**src/rtl/enc_pkg.sv**
```systemverilog
// enc_pkg: shared constants and FSM state type for the encoding sequencer.
// Optional feature macro: ENC_DIM_PRUNE_EN (per-dimension keep/prune input).
package enc_pkg;

    localparam int DIMENSIONS    = 10000;
    localparam int WORD_W        = 32;
    localparam int LAT           = 2;
    localparam int FEATURE_COUNT = 617;

    typedef enum logic [1:0] {
        IDLE,
        RUN,
        DRAIN,
        DONE
    } enc_seq_state_t;

endpackage

```
**src/rtl/enc_dim_sequencer_if.sv**
```systemverilog
// enc_dim_sequencer_if: dimension issue bus towards the level/ID memories plus
// the query-HV word stream towards the associative memory.
// Optional feature macro: ENC_DIM_PRUNE_EN adds prune_keep.
interface enc_dim_sequencer_if #(
    parameter int DIM_IDX_W = 14,
    parameter int WORD_W    = 32
);

    logic [DIM_IDX_W-1:0] dim_idx;
    logic                 dim_valid;
    logic                 thresholded_bit;
    logic [WORD_W-1:0]    hv_word;
    logic                 hv_word_valid;
    logic                 hv_word_ready;
    logic                 hv_word_last;
`ifdef ENC_DIM_PRUNE_EN
    logic                 prune_keep;

    modport master (
        output dim_idx, dim_valid, hv_word, hv_word_valid, hv_word_last,
        input  thresholded_bit, hv_word_ready, prune_keep
    );

    modport slave (
        input  dim_idx, dim_valid, hv_word, hv_word_valid, hv_word_last,
        output thresholded_bit, hv_word_ready, prune_keep
    );
`else
    modport master (
        output dim_idx, dim_valid, hv_word, hv_word_valid, hv_word_last,
        input  thresholded_bit, hv_word_ready
    );

    modport slave (
        input  dim_idx, dim_valid, hv_word, hv_word_valid, hv_word_last,
        output thresholded_bit, hv_word_ready
    );
`endif

endinterface

```
**src/rtl/enc_word_buf.sv**
```systemverilog
// enc_word_buf: packs a serial bit stream into WORD_W-bit words (pack register)
// and presents them on a valid/ready output register. Knows nothing about
// dimensions: the parent says whether more bits are coming (more) or the
// stream ends with what has arrived so far (eos).
module enc_word_buf #(
    parameter int WORD_W = 32
) (
    input  logic                       clk,
    input  logic                       nrst,
    input  logic                       bit_vld,
    input  logic                       bit_val,
    input  logic                       more,
    input  logic                       eos,
    input  logic                       out_ready,
    output logic [WORD_W-1:0]          out_word,
    output logic                       out_valid,
    output logic                       out_last,
    output logic [$clog2(WORD_W+1)-1:0] pack_cnt
);
    import enc_pkg::*;

    localparam int CNT_W = $clog2(WORD_W + 1);
    localparam int BIT_W = (WORD_W > 1) ? $clog2(WORD_W) : 1;

    logic [WORD_W-1:0] pack_q, pack_d, pack_n;
    logic [CNT_W-1:0]  cnt_q, cnt_d, cnt_n;
    logic [WORD_W-1:0] word_q, word_d;
    logic              valid_q, valid_d;
    logic              last_q, last_d;
    logic              accept, move;

    // Pack the incoming bit, then decide whether the pack moves to the output
    // register. A full pack is held back only when neither more bits nor end of
    // stream is known, so that the final word can still carry last.
    always_comb begin
        pack_n = pack_q;
        cnt_n  = cnt_q;
        if (bit_vld) begin
            pack_n[cnt_q[BIT_W-1:0]] = bit_val;
            cnt_n = cnt_q + 1'b1;
        end
        accept = !valid_q || out_ready;
        move   = accept && (((cnt_n == CNT_W'(WORD_W)) && (more || eos)) ||
                            (eos && (cnt_n != '0)));
        pack_d  = pack_n;
        cnt_d   = cnt_n;
        word_d  = word_q;
        valid_d = valid_q;
        last_d  = last_q;
        if (valid_q && out_ready) begin
            valid_d = 1'b0;
            word_d  = '0;
            last_d  = 1'b0;
        end
        if (move) begin
            // Upper bits of a short pack are already zero: the pack is cleared on every move.
            word_d  = pack_n;
            valid_d = 1'b1;
            last_d  = eos;
            pack_d  = '0;
            cnt_d   = '0;
        end
    end

    // Pack and output registers.
    always_ff @(posedge clk or negedge nrst) begin
        if (!nrst) begin
            pack_q  <= '0;
            cnt_q   <= '0;
            word_q  <= '0;
            valid_q <= 1'b0;
            last_q  <= 1'b0;
        end else begin
            pack_q  <= pack_d;
            cnt_q   <= cnt_d;
            word_q  <= word_d;
            valid_q <= valid_d;
            last_q  <= last_d;
        end
    end

    assign out_word  = word_q;
    assign out_valid = valid_q;
    assign out_last  = last_q;
    assign pack_cnt  = cnt_q;

endmodule

```
**src/rtl/enc_dim_sequencer.sv**
```systemverilog
// enc_dim_sequencer: issues dimension indices, tracks the LAT-cycle return of
// thresholded bits and streams packed query-HV words downstream.
// Optional feature macro: ENC_DIM_PRUNE_EN (prune_keep skips dimensions).
module enc_dim_sequencer #(
    parameter int DIMENSIONS = enc_pkg::DIMENSIONS,
    parameter int WORD_W     = enc_pkg::WORD_W,
    parameter int LAT        = enc_pkg::LAT,
    parameter int DIM_IDX_W  = $clog2(DIMENSIONS)
) (
    input  logic                clk,
    input  logic                nrst,
    input  logic                start,
    output logic                busy,
    output logic                done,
    enc_dim_sequencer_if.master bus
);
    import enc_pkg::*;

    localparam int                   CNT_W    = $clog2(WORD_W + 1);
    localparam logic [DIM_IDX_W-1:0] LAST_IDX = DIM_IDX_W'(DIMENSIONS - 1);

    enc_seq_state_t       state_q;
    logic                 busy_q, done_q;
    logic [DIM_IDX_W-1:0] idx_q, idx_d;
    logic [LAT-1:0]       pipe_q, pipe_d;
    logic [CNT_W-1:0]     inflight_q, inflight_d;
    logic [CNT_W-1:0]     remaining, pack_cnt;
    logic [CNT_W:0]       occupancy;
    logic                 keep, arrival, credit_ok, advance, dim_valid;
    logic                 more, eos, out_valid, out_last;

`ifdef ENC_DIM_PRUNE_EN
    assign keep = bus.prune_keep;
`else
    assign keep = 1'b1;
`endif

    // Issue credit and stream-end decode. Bits in the pack plus bits still in
    // flight may not exceed one word while the output register is occupied.
    always_comb begin
        arrival   = pipe_q[LAT-1];
        occupancy = {1'b0, pack_cnt} + {1'b0, inflight_q};
        credit_ok = (occupancy < (CNT_W+1)'(WORD_W)) || !out_valid;
        advance   = (state_q == RUN) && credit_ok;
        dim_valid = advance && keep;
        remaining = inflight_q - CNT_W'(arrival);
        eos       = (state_q == DRAIN) && (remaining == '0);
`ifdef ENC_DIM_PRUNE_EN
        more      = dim_valid || (remaining != '0);
`else
        more      = (state_q == RUN) || (remaining != '0);
`endif
    end

    // Issue counter, LAT delay line and in-flight count.
    always_comb begin
        idx_d = idx_q;
        if (state_q != RUN) begin
            idx_d = '0;
        end else if (advance) begin
            idx_d = (idx_q == LAST_IDX) ? '0 : idx_q + 1'b1;
        end
        pipe_d    = '0;
        pipe_d[0] = dim_valid;
        for (int i = 1; i < LAT; i++) begin
            pipe_d[i] = pipe_q[i-1];
        end
        inflight_d = inflight_q + CNT_W'(dim_valid) - CNT_W'(arrival);
    end

    // Datapath registers.
    always_ff @(posedge clk or negedge nrst) begin
        if (!nrst) begin
            idx_q      <= '0;
            pipe_q     <= '0;
            inflight_q <= '0;
        end else begin
            idx_q      <= idx_d;
            pipe_q     <= pipe_d;
            inflight_q <= inflight_d;
        end
    end

    // Sequencer FSM with registered busy/done.
    always_ff @(posedge clk or negedge nrst) begin
        if (!nrst) begin
            state_q <= IDLE;
            busy_q  <= 1'b0;
            done_q  <= 1'b0;
        end else begin
            case (state_q)
                IDLE: begin
                    done_q <= 1'b0;
                    if (start) begin
                        state_q <= RUN;
                        busy_q  <= 1'b1;
                    end
                end
                RUN: begin
                    if (advance && (idx_q == LAST_IDX)) begin
                        state_q <= DRAIN;
                    end
                end
                DRAIN: begin
                    // Second term covers a query with no kept dimensions.
                    if ((out_valid && bus.hv_word_ready && out_last) ||
                        ((inflight_q == '0) && (pack_cnt == '0) && !out_valid)) begin
                        state_q <= DONE;
                        busy_q  <= 1'b0;
                        done_q  <= 1'b1;
                    end
                end
                DONE: begin
                    state_q <= IDLE;
                    done_q  <= 1'b0;
                end
                default: begin
                    state_q <= IDLE;
                    busy_q  <= 1'b0;
                    done_q  <= 1'b0;
                end
            endcase
        end
    end

    enc_word_buf #(.WORD_W(WORD_W)) u_word_buf (
        .clk       (clk),
        .nrst      (nrst),
        .bit_vld   (arrival),
        .bit_val   (bus.thresholded_bit),
        .more      (more),
        .eos       (eos),
        .out_ready (bus.hv_word_ready),
        .out_word  (bus.hv_word),
        .out_valid (out_valid),
        .out_last  (out_last),
        .pack_cnt  (pack_cnt)
    );

    assign bus.dim_idx       = idx_q;
    assign bus.dim_valid     = dim_valid;
    assign bus.hv_word_valid = out_valid;
    assign bus.hv_word_last  = out_last;
    assign busy              = busy_q;
    assign done              = done_q;

endmodule
```
**src/flat_wrapper.sv**
```systemverilog
// flat-port wrapper written by rule: the top's interface ports become plain ports
module enc_dim_sequencer_flat import enc_pkg::*;
#(
    parameter int DIMENSIONS = enc_pkg::DIMENSIONS,
    parameter int WORD_W     = enc_pkg::WORD_W,
    parameter int LAT        = enc_pkg::LAT,
    parameter int DIM_IDX_W  = $clog2(DIMENSIONS)
)
  (clk, nrst, start, busy, done, bus_dim_idx, bus_dim_valid, bus_hv_word, bus_hv_word_valid, bus_hv_word_last, bus_thresholded_bit, bus_hv_word_ready);
  enc_dim_sequencer_if #(.DIM_IDX_W(DIM_IDX_W), .WORD_W(WORD_W)) bus_i ();
  input  logic clk;
  input  logic nrst;
  input  logic start;
  output logic busy;
  output logic done;
  output wire logic [$bits(bus_i.dim_idx)-1:0] bus_dim_idx;
  output wire logic [$bits(bus_i.dim_valid)-1:0] bus_dim_valid;
  output wire logic [$bits(bus_i.hv_word)-1:0] bus_hv_word;
  output wire logic [$bits(bus_i.hv_word_valid)-1:0] bus_hv_word_valid;
  output wire logic [$bits(bus_i.hv_word_last)-1:0] bus_hv_word_last;
  input wire logic [$bits(bus_i.thresholded_bit)-1:0] bus_thresholded_bit;
  input wire logic [$bits(bus_i.hv_word_ready)-1:0] bus_hv_word_ready;
  assign bus_dim_idx = bus_i.dim_idx;
  assign bus_dim_valid = bus_i.dim_valid;
  assign bus_hv_word = bus_i.hv_word;
  assign bus_hv_word_valid = bus_i.hv_word_valid;
  assign bus_hv_word_last = bus_i.hv_word_last;
  assign bus_i.thresholded_bit = bus_thresholded_bit;
  assign bus_i.hv_word_ready = bus_hv_word_ready;
  enc_dim_sequencer #(.DIMENSIONS(DIMENSIONS), .WORD_W(WORD_W), .LAT(LAT), .DIM_IDX_W(DIM_IDX_W)) u_core (.clk(clk), .nrst(nrst), .start(start), .busy(busy), .done(done), .bus(bus_i));
endmodule
```
**config.mk**
```make
export PLATFORM = sky130hd
export DESIGN_NAME = enc_dim_sequencer_flat
export DESIGN_NICKNAME = d
export VERILOG_FILES = /design/src/rtl/enc_pkg.sv /design/src/rtl/enc_dim_sequencer_if.sv /design/src/rtl/enc_word_buf.sv /design/src/rtl/enc_dim_sequencer.sv /design/src/flat_wrapper.sv
export SDC_FILE = /design/constraint.sdc
export NUM_CORES = 1
export LEC_CHECK = 0
export ABC_AREA = 0
export ABC_CLOCK_PERIOD_IN_PS = 3780
export CAP_MARGIN = 20
export CORE_UTILIZATION = 56
export DETAILED_ROUTE_END_ITERATION = 12
export DONT_BUFFER_PORTS = 1
export PLACE_DENSITY = 0.71
export SLEW_MARGIN = 20
export SYNTH_ARGS = -nofsm -noshare
export SYNTH_HDL_FRONTEND = slang
export SYNTH_SLANG_ARGS = --single-unit
```
**constraint.sdc**
```tcl
create_clock -name clk -period 3.78 [get_ports clk]
set_input_delay 0.756 -clock clk [delete_from_list [all_inputs] [get_ports clk]]
set_output_delay 0.756 -clock clk [all_outputs]
set_load 0.01 [all_outputs]
```
==> results.json <==
{
  "postSynthCellCount": 492,
  "netlist_area_um2": 5010,
  "grt_usage": 0.227,
  "p_clk_frac": 0.161,
  "power.switching_w": 0.00192,
  "max_slew_margin": 0.598,
  "synth_ff_type": "dfrtp_1",
  "cts_buffers": 9,
  "via_count": 3417,
  "h-tree-depth": 3,
  "leakage_nw": 2.32,
  "p_seq_frac": 0.427,
  "grt_use_met3": 0.0527,
  "yosysSeqAreaShare": 0.489,
  "firstDrtPassIters": 4,
  "hold_buffers": 0,
  "r2r_end": "u_core.inflight_q[4]",
  "hp-class": "primary input to async pin",
  "max_freq_ghz": 0.290,
  "synth.top_cell.area_share": 0.489,
  "ir_worst_vdd_v": 0.000405,
  "slew_violations": 0,
  "clk_latency_ps": 380,
  "fill_cells": 744,
  "comb_power_share": 0.411,
  "wl_per_cell_um": 16.8,
  "p_per_area_nw_per_um2": 825,
  "overflow": 0,
  "finClkSkew_ps": 16.0,
  "synth_edf_count": 0,
  "syn_avg_cell_area_um2": 10.2,
  "cts-root-buf": "clkbuf_8",
  "ctsResizeCount": 0,
  "drt-initial-drc-count": 130,
  "nets": 516,
  "cp-end-kind": "flip-flop",
  "row_count": 34,
  "cts.sink_count": 98,
  "dieArea_um2": 9330,
  "utilization": 0.600,
  "rsz0062_at_grt": "false",
  "yosys.area.top_type": "dfrtp_1",
  "drive_above_1_share": 0.0838,
  "yosysUniqueCellTypes": 64,
  "hold_violations": 0,
  "io_buffers": 0,
  "outcome": "finished, final reports clean",
  "dp_cells": 581,
  "register_area_um2": 2450,
  "final.setup.tns_ps": 0,
  "setup-violations-final": 0,
  "layout_common_cells": "dfrtp_1 (98), nor2_1 (83), inv_1 (52)",
  "grt_use_met1": 0.306,
  "async_flop_share": 1.00,
  "grt_pass1_wl_um": 17200,
  "worstMarginPinSlew_ps": 597,
  "top_usage_layer": "met2",
  "ff2ff_path_depth": 13,
  "wirelength_um": 10000,
  "grt_start_max_net_pins": 99,
  "multi_input_area_um2": 2210,
  "internal_power_w": 0.00238,
  "n_antenna_cell": 0,
  "start_util": 0.578,
  "maxCapViolations": 0,
  "gp_congestion": 0.839,
  "ys_seq_elements": 98,
  "clk_pin_slew_worst_paths_ps": 110,
  "syn_to_final_growth_pct": 3.92,
  "hold_slack_ps": 62.5,
  "final_common_cell": "dfrtp_1",
  "synth.area.top_cells": "dfrtp_1 (49%), mux2i_1 (6.8%), ha_1 (6.5%)",
  "required_ps": 4090,
  "cts_setup_buffers": 0,
  "coreArea_um2": 8680,
  "die_y_um": 96.6,
  "r2r_setup_slack_ps": 330,
  "first_global_vias": 3459,
  "ys_warn_count": 0,
  "route.detailed.vias_per_inst": 5.72,
  "ant_nets": 0,
  "final_cells": 597,
  "cp.arrival_ps": 3760,
  "endpoint": "u_core.inflight_q[4]",
  "start_kind": "flip-flop",
  "use_met2": 0.364,
  "timing.rr.start": "u_core.u_word_buf.pack_cnt[4]",
  "min_period_ps": 3450,
  "dp_hpwl_um": 6680,
  "fp.dieW_um": 96.6,
  "post-route-period-util": 0.912,
  "clockBufferDepth": 2,
  "antenna_found_initial": 0,
  "ios": 56,
  "path_class": "flip-flop to flip-flop",
  "syn_nets": 524,
  "critPathLaunch": "u_core.u_word_buf.pack_cnt[4]",
  "switching_share": 0.447,
  "drc_errors": 0,
  "cts_tree": "done",
  "cp_max_fo": 13
}
==> flip-flops by register name, summed over array words and instances (netlist names) <==
register,count
u_core.bus.dim_idx,14
u_core.busy,1
u_core.done,1
u_core.inflight_q,6
u_core.pipe_q,2
u_core.state_q,2
u_core.u_word_buf.out_last,1
u_core.u_word_buf.out_valid,1
u_core.u_word_buf.out_word,32
u_core.u_word_buf.pack_cnt,6
u_core.u_word_buf.pack_q,32
==> synth_stat cells, types with 5 or more instances <==
master	number
inv_1	52
o21ai_0	14
clkbuf_1	5
xnor2_1	7
a21oi_1	10
mux2i_1	34
dfrtp_1	98
o22ai_1	29
nor2_1	83
buf_6	8
nand2_1	25
xor2_1	6
ha_1	26
nand3_1	10
==> per-layer routing <==
metal / up-vias / share of wire
met1: 1684 / 0.46
li1: 1658 / -
met2: 65 / 0.48
met4: 0 / 0.012
met3: 10 / 0.041
met5: - / 0
==> stage by stage <==
stage                     power (W)  setup WS [ps]  area (um2)
after floorplan             0.00327            887        5010
after global placement      0.00351            540        5000
after detailed placement    0.00361            382        5000
after CTS                   0.00431            344        5210
after global routing        0.00463           14.5        5210
final                       0.00430            332        5210
==> how the worst min path moves through the flow <==
stage | from | endpoint | cells after the start
after CTS | nrst | u_core.u_word_buf.pack_q[16] | 0
after global placement | u_core.pipe_q[0] | u_core.pipe_q[1] | 0
after detailed placement | u_core.pipe_q[0] | u_core.pipe_q[1] | 0
after floorplan | u_core.pipe_q[0] | u_core.pipe_q[1] | 0
final | nrst | u_core.pipe_q[1] | 0
after global routing | nrst | u_core.u_word_buf.pack_q[25] | 0
==> area by class of cell <==
cell class	count	area share
well taps	108	0.0259
clock buffers	9	0.0238
clock inverters	7	0.0156
multi-input cells	321	0.423
repair buffers	2	0.00288
inverters	52	0.0375
flip-flops and latches	98	0.471
==> cells by family (layout without fill, tap and decap cells) <==
kind of cell,Yosys count,in the layout,share of synthesized area
flops,98,98,0.489
compound gates,92,92,0.134
simple gates,153,153,0.142
xor+xnor,13,13,0.0227
mux,36,36,0.0724
buf+inv,73,70,0.0706
fa+ha+maj,27,27,0.0689
==> critical path: stages, from the launching register on <==
cell       delay, ps
dfrtp_1          520
ha_1             370
a2111oi_1        520
o21ai_1          330
nand2_1          140
nand2_1           90
ha_1             310
inv_1             40
ha_1             200
fa_1             410
a21oi_1          140
nor2_1            50
nor2_1           110
xor2_1           150
==> power groups by stage <==
stage	sequential, W	combinational (W)	clock [W]
floorplan	0.00170	0.00157	0
global placement	0.00183	0.00168	0
detailed placement	0.00186	0.00176	0
CTS	0.00184	0.00177	0.000704
global route	0.00189	0.00200	0.000742
finish	0.00184	0.00177	0.000693
(Power assumes the default switching activity.)
